--- src/rtl/sram_bus_ctrl.sv ---
// Single-beat request to asynchronous SRAM bus master with programmable
// write setup/pulse/hold phases and read access time. All outputs registered.
module sram_bus_ctrl #(
    parameter int unsigned DATA_WIDTH = 8,
    parameter int unsigned ADDR_WIDTH = 11,
    parameter int unsigned SETUP_CYC  = 1,
    parameter int unsigned PULSE_CYC  = 2,
    parameter int unsigned HOLD_CYC   = 1,
    parameter int unsigned READ_CYC   = 2
) (
    input  logic                  clk,
    input  logic                  rst,
    input  logic                  req_valid,
    output logic                  req_ready,
    input  logic                  req_write,
    input  logic [ADDR_WIDTH-1:0] req_addr,
    input  logic [DATA_WIDTH-1:0] req_wdata,
    output logic                  rsp_valid,
    output logic [DATA_WIDTH-1:0] rsp_rdata,
    output logic [ADDR_WIDTH-1:0] sram_address,
    output logic [DATA_WIDTH-1:0] sram_data_out,
    output logic                  sram_data_oe,
    input  logic [DATA_WIDTH-1:0] sram_data_in,
    output logic                  sram_we_n,
    output logic                  sram_oe_n
);

    localparam int unsigned CNT_W = 8;
    localparam logic [CNT_W-1:0] SETUP_LD = CNT_W'(SETUP_CYC - 1);
    localparam logic [CNT_W-1:0] PULSE_LD = CNT_W'(PULSE_CYC - 1);
    localparam logic [CNT_W-1:0] HOLD_LD  = CNT_W'(HOLD_CYC - 1);
    localparam logic [CNT_W-1:0] READ_LD  = CNT_W'(READ_CYC - 1);

    typedef enum logic [2:0] {
        IDLE,
        W_SETUP,
        W_PULSE,
        W_HOLD,
        R_ACCESS
    } state_t;

    state_t                state_q, state_d;
    logic [CNT_W-1:0]      cnt_q, cnt_d;
    logic                  ready_q, ready_d;
    logic                  rsp_valid_q, rsp_valid_d;
    logic [DATA_WIDTH-1:0] rdata_q, rdata_d;
    logic [ADDR_WIDTH-1:0] addr_q, addr_d;
    logic [DATA_WIDTH-1:0] dout_q, dout_d;
    logic                  doe_q, doe_d;
    logic                  we_n_q, we_n_d;
    logic                  oe_n_q, oe_n_d;
    logic                  cnt_done;

    assign cnt_done = (cnt_q == '0);

    // State, phase counter and registered bus outputs
    always_ff @(posedge clk) begin
        if (rst) begin
            state_q     <= IDLE;
            cnt_q       <= '0;
            ready_q     <= 1'b1;
            rsp_valid_q <= 1'b0;
            rdata_q     <= '0;
            addr_q      <= '0;
            dout_q      <= '0;
            doe_q       <= 1'b0;
            we_n_q      <= 1'b1;
            oe_n_q      <= 1'b1;
        end else begin
            state_q     <= state_d;
            cnt_q       <= cnt_d;
            ready_q     <= ready_d;
            rsp_valid_q <= rsp_valid_d;
            rdata_q     <= rdata_d;
            addr_q      <= addr_d;
            dout_q      <= dout_d;
            doe_q       <= doe_d;
            we_n_q      <= we_n_d;
            oe_n_q      <= oe_n_d;
        end
    end

    // Next state and next output values for the state being entered
    always_comb begin
        state_d     = state_q;
        cnt_d       = cnt_q;
        ready_d     = ready_q;
        rsp_valid_d = 1'b0;
        rdata_d     = rdata_q;
        addr_d      = addr_q;
        dout_d      = dout_q;
        doe_d       = doe_q;
        we_n_d      = we_n_q;
        oe_n_d      = oe_n_q;

        case (state_q)
            IDLE: begin
                if (req_valid) begin
                    addr_d  = req_addr;
                    dout_d  = req_wdata;
                    ready_d = 1'b0;
                    if (req_write) begin
                        state_d = W_SETUP;
                        cnt_d   = SETUP_LD;
                        doe_d   = 1'b1;
                    end else begin
                        state_d = R_ACCESS;
                        cnt_d   = READ_LD;
                        oe_n_d  = 1'b0;
                    end
                end
            end
            W_SETUP: begin
                if (cnt_done) begin
                    state_d = W_PULSE;
                    cnt_d   = PULSE_LD;
                    we_n_d  = 1'b0;
                end else begin
                    cnt_d = cnt_q - CNT_W'(1);
                end
            end
            W_PULSE: begin
                // Rising WE_n on entry to hold is the SRAM commit point
                if (cnt_done) begin
                    state_d = W_HOLD;
                    cnt_d   = HOLD_LD;
                    we_n_d  = 1'b1;
                end else begin
                    cnt_d = cnt_q - CNT_W'(1);
                end
            end
            W_HOLD: begin
                if (cnt_done) begin
                    state_d = IDLE;
                    doe_d   = 1'b0;
                    ready_d = 1'b1;
                end else begin
                    cnt_d = cnt_q - CNT_W'(1);
                end
            end
            R_ACCESS: begin
                if (cnt_done) begin
                    state_d     = IDLE;
                    oe_n_d      = 1'b1;
                    ready_d     = 1'b1;
                    rsp_valid_d = 1'b1;
                    rdata_d     = sram_data_in;
                end else begin
                    cnt_d = cnt_q - CNT_W'(1);
                end
            end
            default: begin
                state_d = IDLE;
                cnt_d   = '0;
                ready_d = 1'b1;
                doe_d   = 1'b0;
                we_n_d  = 1'b1;
                oe_n_d  = 1'b1;
            end
        endcase
    end

    assign req_ready     = ready_q;
    assign rsp_valid     = rsp_valid_q;
    assign rsp_rdata     = rdata_q;
    assign sram_address  = addr_q;
    assign sram_data_out = dout_q;
    assign sram_data_oe  = doe_q;
    assign sram_we_n     = we_n_q;
    assign sram_oe_n     = oe_n_q;

endmodule

--- config.mk ---
export PLATFORM = sky130hd
export DESIGN_NAME = sram_bus_ctrl
export DESIGN_NICKNAME = d
export VERILOG_FILES = /design/src/rtl/sram_bus_ctrl.sv
export SDC_FILE = /design/constraint.sdc
export NUM_CORES = 1
export LEC_CHECK = 0
export CAP_MARGIN = 20
export CELL_PAD_IN_SITES_DETAIL_PLACEMENT = 1
export CELL_PAD_IN_SITES_GLOBAL_PLACEMENT = 2
export CORE_ASPECT_RATIO = 0.8
export CORE_MARGIN = 2
export CORE_UTILIZATION = 25
export DETAILED_ROUTE_END_ITERATION = 10
export PLACE_DENSITY_LB_ADDON = 0.1
export SLEW_MARGIN = 20
export SYNTH_ARGS = -nofsm -noshare
export SYNTH_HDL_FRONTEND = slang
export SYNTH_SLANG_ARGS = --single-unit
--- constraint.sdc ---
create_clock -name clk -period 2.25 [get_ports clk]
set_input_delay 0.675 -clock clk [delete_from_list [all_inputs] [get_ports clk]]
set_output_delay 0.675 -clock clk [all_outputs]
set_load 0.05 [all_outputs]
Yosys cells after proc, flatten, opt, wreduce, memory -nomap -nowiden
Index checks and enable logic that the tools add are counted.
{"block": "word_totals", "regBits": 43, "input_bits": 31, "output_inout_bits": 32}
{"block": "op_classes", "add_sub_neg": 1, "n_eq_ne": 13, "muxes": 24, "n_bitwise": 5, "reduce_logical": 16}
{"op": "2-to-1 mux 8 bit", "n": 4}
{"op": "case mux 8 bit (4 select lines)", "n": 1}
{"op": "inequality test 2 bit, second input constant", "n": 8}
{"op": "2-to-1 mux 3 bit", "n": 5}
{"op": "case mux 1 bit (3 select lines)", "n": 4}
{"op": "case mux 3 bit (4 select lines)", "n": 1}
{"op": "AND reduction 4 bit", "n": 3}
{"op": "2-to-1 mux 1 bit", "n": 9}
{"op": "OR reduction 3 bit", "n": 3}
{"op": "logical NOT 8 bit", "n": 1}
{"op": "subtractor 8 x 1 -> 8 bit, second input constant", "n": 1}
{"op": "== test 3 x 2 -> 1 bit, second input constant", "n": 2}
{"op": "AND reduction 2 bit", "n": 3}
{"op": "AND reduction 3 bit", "n": 2}
{"op": "OR reduction 2 bit", "n": 3}
{"op": "inverter 1 bit", "n": 5}
{"op": "== test 3 x 1 -> 1 bit, second input constant", "n": 1}
{"op": "== test 3 bit, second input constant", "n": 1}
{"op": "logical NOT 3 bit", "n": 1}
{"op": "inequality test 2 x 1 -> 1 bit, second input constant", "n": 1}

Depth between registers and ports, before layout
Gate-level depths: netlist of the first run.
{"block": "depth", "word_depth": 4, "depth_mapped": 8, "mapped_depth_nobuf": 7}

Worst setup path before layout of the first run
No wires, ideal clock.
{"block": "synth_path", "path_type": "reg-to-reg", "startpoint": "register cnt_q[0]", "endpoint": "register cnt_q[7]", "arrival_time_ns": 1.649, "required_time_ns": 2.180, "setup_slack_ns": 0.531, "path_stages_with_launch": 8, "n_path_buf": 0, "period_less_slack_ns": 1.719, "path_cell_list": "dfxtp_1 inv_1 ha_1 nor3b_2 nand4_1 nand3_2 or3_1 a21oi_1"}
{"block": "synth_between", "elab_chain_cells": 3, "word_cells_on_any_way": 8, "cone_classes": "1 x add/sub; 1 x eq/ne; 4 x mux; 2 x reduce/logical"}
{"element": "start, declared", "line": "43", "source": "logic [CNT_W-1:0] cnt_q, cnt_d;"}
{"element": "start signal, assigned", "line": "71", "source": "cnt_q <= cnt_d;"}
{"element": "subtractor 8 x 1 -> 8 bit or logical NOT 8 bit (tied branches)"}
{"element": "2-to-1 mux 8 bit (tied with other cells)", "line": "133, 142"}
{"element": "case mux 8 bit (4 select lines) or AND reduction 2 bit (tied branches)"}
Several ways; a longest one is shown, not always the timed one. The select of a mux whose other input is x is not followed.
A chain may end at the register's enable or synchronous reset.

Worst setup path in the final report of the first run
{"block": "layout_path", "startpoint": "register ready_q (netlist: req_ready)", "endpoint": "output port req_ready"}
{"element": "start, declared", "line": "44", "source": "logic ready_q, ready_d;"}
{"element": "start signal, assigned", "line": "72", "source": "ready_q <= ready_d;"}
{"element": "end, declared", "line": "14", "source": "output logic req_ready,"}
No word-level cell between the ends.

==> results.cfg, run 1 <==
[die]
ios = 63
core_area_sq_um = 7290
initial_core_util = 0.254
dieArea_sq_um = 8110
die_w_um = 100
die_h_um = 80.9
rows = 28

[setup_path]
cp-startpoint = req_ready
crit_path_end = req_ready
cp_slowest_cell = clkdlybuf4s50_1
r2r_end = cnt_q[1]
crit_type = flip-flop to output port
cp.required_ps = 1570
worstPathBufferInverterCount = 1
crit_path_end_kind = output port
worstReg2RegStart = cnt_q[1]
path_delay_family = buffers and inverters
crit_chain = clkdlybuf4s50_1
cp_max_fo = 2
cp.depth = 1
slowest_delay_ps = 820
r2r_cells = 8
arrival_ps = 1480
reg2reg_slack_ps = 270
worst_setup_path_start_kind = flip-flop

[timing]
drv_slew = 0
relSlewSlack = 0.638
post-route-period-util = 0.956
tns_ps = 0
hold_viol = 0
period_needed_ps = 2150
tightestPinTransition_ps = 541
rsz0062_at_grt = no
fmax_mhz = 465
skew_ps = 6.74
final-setup-viol-count = 0

[worst_hold_path]
hold_path_class = flip-flop to flip-flop

[synth]
synthCells = 213
synth_top_family_by_area = simple AND/OR/NAND/NOR gates
yosysUniqueCellTypes = 45
synth_xor_area_frac = 0.0237
seq_area_frac_synth = 0.465
ys_seq_elements = 43
synth_compound_area_frac = 0.146
async_flop_share = 0
avgSynthCellArea_sq_um = 8.68
syn-cell-area_sq_um = 1850
synthAdderAreaFrac = 0.00677
synth_mux_area_frac = 0.0487
yosys.area_share.simple = 0.260
yosys_warnings = 0
synth_fp_nets = 245
synth_edf_count = 0
synth_ff_type = dfxtp_1

[cells_and_area]
diodes = 0
final_cell_mix = clkdlybuf4s50_1 (61), nand2_1 (44), dfxtp_1 (43), a21oi_1 (25), nor2_1 (20)
final_cell_area_sq_um = 2700
final_util = 0.370
syn_to_final_growth_pct = 45.7
layout-drive-gt1-share = 0.114
layout_commonest_cell = clkdlybuf4s50_1
num-nets-final = 312
stdcell_count = 370

[grt]
use_met3 = 0.0559
grt_max_degree = 36
gr-total-overflow = 0
grt.total_usage = 0.136
grtUsageMet2 = 0.187
top_usage_layer = met1
grt_pass1_vias = 1682
use_met1 = 0.193
grt_pass1_wl_um = 8580
antenna_found_initial = 0

[power_and_ir_drop]
fin_total_pwr_mw = 3.32
powerDensity_nw_per_um2 = 1230
leakage_nw = 1.10
irDropWorstVdd_uv = 352

[clock_tree]
clk_path_buf_depth = 2
ctsResizeCount = 0
cts_root_buf = clkbuf_8
holdBufCountCts = 0
clk_pin_slew_ps = 80
clkSinkCount = 43
htreeDepth = 2
cts_tree = yes
insertion_delay_ps = 290
cts_buffers = 5
post_cts_buffers = 0

[run_status]
status = complete, no violations

[detailed_routing]
antenna_left = 0
vias_per_cell = 4.60
dr.pass1.iters = 4
drt_wl_total_um = 5180
wire_per_inst_um = 14.0
vias = 1701
drc = 0
drtIter0Drc = 43

[placement]
io_buffers = 62
place_inst = 363
dpl-instance-area_sq_um = 2590
gp_congestion = 0.755
place_hpwl_um = 3750

[job]
drv_cap = 0
==> kinds of logic after synthesis <==
group | Yosys count
compound gates | 41
xor+xnor | 5
fa+ha+maj | 1
mux | 9
buf+inv | 17
simple gates | 97
flops | 43
==> synthesized netlist by cell type, types with 2 or more instances <==
master | n | area share
xor2_1 | 5 | 0.024
nand4_1 | 2 | 0.0068
inv_1 | 4 | 0.0081
a21oi_1 | 25 | 0.068
o21a_1 | 3 | 0.012
clkbuf_1 | 7 | 0.014
dfxtp_1 | 43 | 0.47
nand2_1 | 44 | 0.089
nor3_1 | 7 | 0.019
nand3_1 | 3 | 0.0081
buf_4 | 3 | 0.012
a22oi_1 | 2 | 0.0081
or4_1 | 2 | 0.0081
o22ai_1 | 3 | 0.010
nor4_1 | 2 | 0.0068
mux2i_1 | 9 | 0.049
nor2_1 | 20 | 0.041
or3_1 | 2 | 0.0068
==> per-layer routing <==
layer / up-vias / routed length, um
li1: 864 / -
met1: 799 / 2700
met2: 36 / 2070
met3: 2 / 358
met4: 0 / 40
met5: - / 0
==> worst min path at each step <==
| stage | from | end | slack, ps | cells past startpoint |
|---|---|---|---|---|
| after global routing | sram_address[9] | sram_address[9] | 480 | 2 |
| final | sram_data_out[2] | sram_data_out[2] | 460 | 2 |
| after detailed placement | sram_data_out[7] | sram_data_out[7] | 450 | 2 |
| after floorplan | cnt_q[7] | cnt_q[7] | 470 | 2 |
| after CTS | sram_data_out[2] | sram_data_out[2] | 460 | 2 |
| after global placement | sram_address[9] | sram_address[9] | 440 | 2 |
==> state kept, by name (all words and copies together), names as in the netlist <==
| register | flops |
|---|---|
| sram_we_n | 1 |
| sram_oe_n | 1 |
| rsp_rdata | 8 |
| sram_data_oe | 1 |
| cnt_q | 8 |
| req_ready | 1 |
| sram_address | 11 |
| state_q | 3 |
| rsp_valid | 1 |
| sram_data_out | 8 |
==> area by class of cell <==
type / instances / area [sq um]
repair buffers: 73 / 701
well taps: 90 / 113
clock inverters: 1 / 30.0
inverters: 4 / 15.0
fillers: 861 / 4590
flip-flops and latches: 43 / 861
clock buffers: 6 / 72.6
multi-input cells: 153 / 903
==> metrics by stage <==
step | setup slack (ps) | hold slack [ps]
2_1_floorplan | 531 | 470
3_3_place_gp | 67.8 | 442
3_5_place_dp | 62.5 | 450
4_1_cts | 64.1 | 459
5_1_grt | 46.7 | 477
6_report | 97.9 | 455
==> power breakdown <==
part           internal (mW)  switching, mW  total (mW)
clock                  0.326          0.264       0.590
sequential             0.930          0.170        1.10
combinational          0.659          0.968        1.63
total                   1.91           1.40        3.32
Power figures use the tool's default switching activity.
==> run 2, diff against run 1 <==
--- a/config.mk
+++ b/config.mk
@@ -5,12 +5,13 @@
 export SDC_FILE = /design/constraint.sdc
 export NUM_CORES = 1
 export LEC_CHECK = 0
-export CAP_MARGIN = 20
+export CAP_MARGIN = 10
 export CELL_PAD_IN_SITES_DETAIL_PLACEMENT = 1
 export CELL_PAD_IN_SITES_GLOBAL_PLACEMENT = 2
 export CORE_ASPECT_RATIO = 0.8
 export CORE_MARGIN = 2
 export CORE_UTILIZATION = 25
+export CTS_CLUSTER_SIZE = 25
 export DETAILED_ROUTE_END_ITERATION = 10
 export PLACE_DENSITY_LB_ADDON = 0.1
 export SLEW_MARGIN = 20
==> results of run 2 <==
No change in the layout: final DEF, timing and power equal those of run 1.
==> run 3, diff against run 2 <==
--- a/config.mk
+++ b/config.mk
@@ -5,14 +5,16 @@
 export SDC_FILE = /design/constraint.sdc
 export NUM_CORES = 1
 export LEC_CHECK = 0
+export ABC_AREA = 1
 export CAP_MARGIN = 10
 export CELL_PAD_IN_SITES_DETAIL_PLACEMENT = 1
 export CELL_PAD_IN_SITES_GLOBAL_PLACEMENT = 2
 export CORE_ASPECT_RATIO = 0.8
 export CORE_MARGIN = 2
-export CORE_UTILIZATION = 25
+export CORE_UTILIZATION = 24
 export CTS_CLUSTER_SIZE = 25
 export DETAILED_ROUTE_END_ITERATION = 10
+export MAX_ROUTING_LAYER = met4
 export PLACE_DENSITY_LB_ADDON = 0.1
 export SLEW_MARGIN = 20
 export SYNTH_ARGS = -nofsm -noshare
==> results.cfg, run 3 <==
[run_status]
status = complete, no violations

[detailed_routing]
drt_wl_total_um = 5720
vias = 1878
drtIter0Drc = 59
drc = 0
wire_per_inst_um = 13.2
antenna_left = 0
dr.pass1.iters = 4
vias_per_cell = 4.33

[setup_path]
crit_type = flip-flop to output port
cp.required_ps = 1570
slowest_delay_ps = 820
worst_setup_path_start_kind = flip-flop
crit_chain = clkdlybuf4s50_1
path_delay_family = buffers and inverters
r2r_cells = 8
cp_max_fo = 2
crit_path_end_kind = output port
worstReg2RegStart = cnt_q[0]
reg2reg_slack_ps = 490
worstPathBufferInverterCount = 1
r2r_end = rsp_rdata[7]
arrival_ps = 1460
cp_slowest_cell = clkdlybuf4s50_1

[timing]
tightestPinTransition_ps = 512
post-route-period-util = 0.951
hold_viol = 0
tns_ps = 0
fin_ws_ps = 110
fmax_mhz = 467
final-setup-viol-count = 0
drv_slew = 0
holdWs_ps = 462
period_needed_ps = 2140
skew_ps = 7.86
rsz0062_at_grt = no
relSlewSlack = 0.657

[synth]
ys_seq_elements = 43
avgSynthCellArea_sq_um = 7.26
yosys.area.top_type = dfxtp_1
yosysUniqueCellTypes = 27
synth_ff_type = dfxtp_1
synth_edf_count = 0
synthCells = 262
synthTopCellsByArea = dfxtp_1 (45%), nand2_1 (9.9%), nand3_1 (7.4%)
async_flop_share = 0
yosys_warnings = 0
syn-cell-area_sq_um = 1900
netlist_top_cells_count = nand2_1 (50), dfxtp_1 (43), nor2_1 (32), nand3_1 (28), a21oi_1 (27)
seq_area_frac_synth = 0.453
synth_fp_nets = 294
yosysMostFrequentCell = nand2_1
synth_top_area_share = 0.453

[grt]
antenna_found_initial = 0
grt_pass1_wl_um = 9740
grt.total_usage = 0.142
gr-total-overflow = 0
grt_pass1_vias = 1906
grt_max_degree = 27

[cells_and_area]
layout-drive-gt1-share = 0.104
num-nets-final = 358
final_cell_area_sq_um = 2740
diodes = 0
syn_to_final_growth_pct = 44.3
layout_commonest_cell = clkdlybuf4s50_1
fillCellCount = 966
final_cell_mix = clkdlybuf4s50_1 (61), nand2_1 (50), dfxtp_1 (43), nor2_1 (32), nand3_1 (28)
largest_reg_flops = 11

[power_and_ir_drop]
irDropWorstVdd_uv = 468
powerDensity_nw_per_um2 = 1510
fin_total_pwr_mw = 4.15
leakage_nw = 1.10

[worst_hold_path]
hold_path_class = flip-flop to flip-flop
worstHoldStart = sram_address[3]
whs_path_depth = 2
whs_endpoint = sram_address[3]

[clock_tree]
insertion_delay_ps = 290
clkSinkCount = 43
cts_root_buf = clkbuf_8
post_cts_buffers = 0
clk_pin_slew_ps = 80
clk_path_buf_depth = 2
htreeDepth = 2
cts_buffers = 5
ctsResizeCount = 0
holdBufCountCts = 0
cts_tree = yes

[die]
die_h_um = 83.6
ios = 63
rows = 29
core_area_sq_um = 7800
dieArea_sq_um = 8660
initial_core_util = 0.244
die_w_um = 104

[job]
drv_cap = 0

[placement]
place_hpwl_um = 4130
gp_congestion = 0.746
dpl-instance-area_sq_um = 2660
place_ws_ps = 152
io_buffers = 62
==> run 3: cell count changes after synthesis, sizes merged, moves of 9 or more <==
| cell | before | now |
|---|---|---|
| inv | 4 | 25 |
| mux2i | 9 | 0 |
| nand2 | 45 | 55 |
| nand3 | 4 | 29 |
| nor2 | 21 | 37 |
| o21ai | 1 | 20 |
==> run 3: report_power, final <==
group	switching [mW]	leakage (nW)	total (mW)	internal, mW
registers	0.165	0.352	1.16	0.997
clock network	0.263	0.0440	0.476	0.213
logic	1.69	0.706	2.51	0.818
total	2.12	1.10	4.15	2.03
==> run 3: worst max-delay path by stage <==
stage,start,endpoint,slack (ps),depth (start not counted)
6_report,rsp_rdata[1],rsp_rdata[1],110,1
4_1_cts,sram_data_out[0],sram_data_out[0],90,1
3_5_place_dp,req_valid,cnt_q[7],150,8
2_1_floorplan,req_valid,cnt_q[7],770,7
5_1_grt,sram_oe_n,sram_oe_n,60,1
3_3_place_gp,req_valid,cnt_q[7],180,8
==> run 3: cell type report <==
type                            count  area (sq um)  share of cell area
Clock buffer                        5          68.8              0.0251
Clock inverter                      2          13.8             0.00502
Inverter                           25          93.8              0.0342
Multi-Input combinational cell    184           903               0.329
Sequential cell                    43           861               0.314
Tap cell                          108           135              0.0492
Timing Repair Buffer               67           668               0.244
==> run 3: through the flow <==
stage                     std cells  utilization
after floorplan                 262            -
after global placement          427        0.341
after detailed placement        427        0.341
after CTS                       434        0.352
after global routing            434        0.352
final                           434        0.352
==> run 3: cell families after synthesis <==
family / after synthesis / synth area share
flops: 43 / 0.453
fa+ha+maj: 1 / 0.00658
buf+inv: 35 / 0.0724
simple gates: 131 / 0.321
compound gates: 51 / 0.143
xor+xnor: 1 / 0.00461
==> run 3: layer usage <==
layer / vias up / wire length [um] / track usage
met1: 863 / 3090 / 0.207
met3: 2 / 215 / 0.0320
met2: 37 / 2390 / 0.199
li1: 976 / - / -
met4: 0 / 29 / 0.0295
met5: - / 0 / -
==> run 3: worst register-to-register path: stages (launching register included) <==
cell     delay (ps)
dfxtp_1         350
inv_1           100
ha_1            260
nand2_1         140
nor2_4          240
nand2_2         170
inv_1           270
nor2_1           70
nor2_1          110
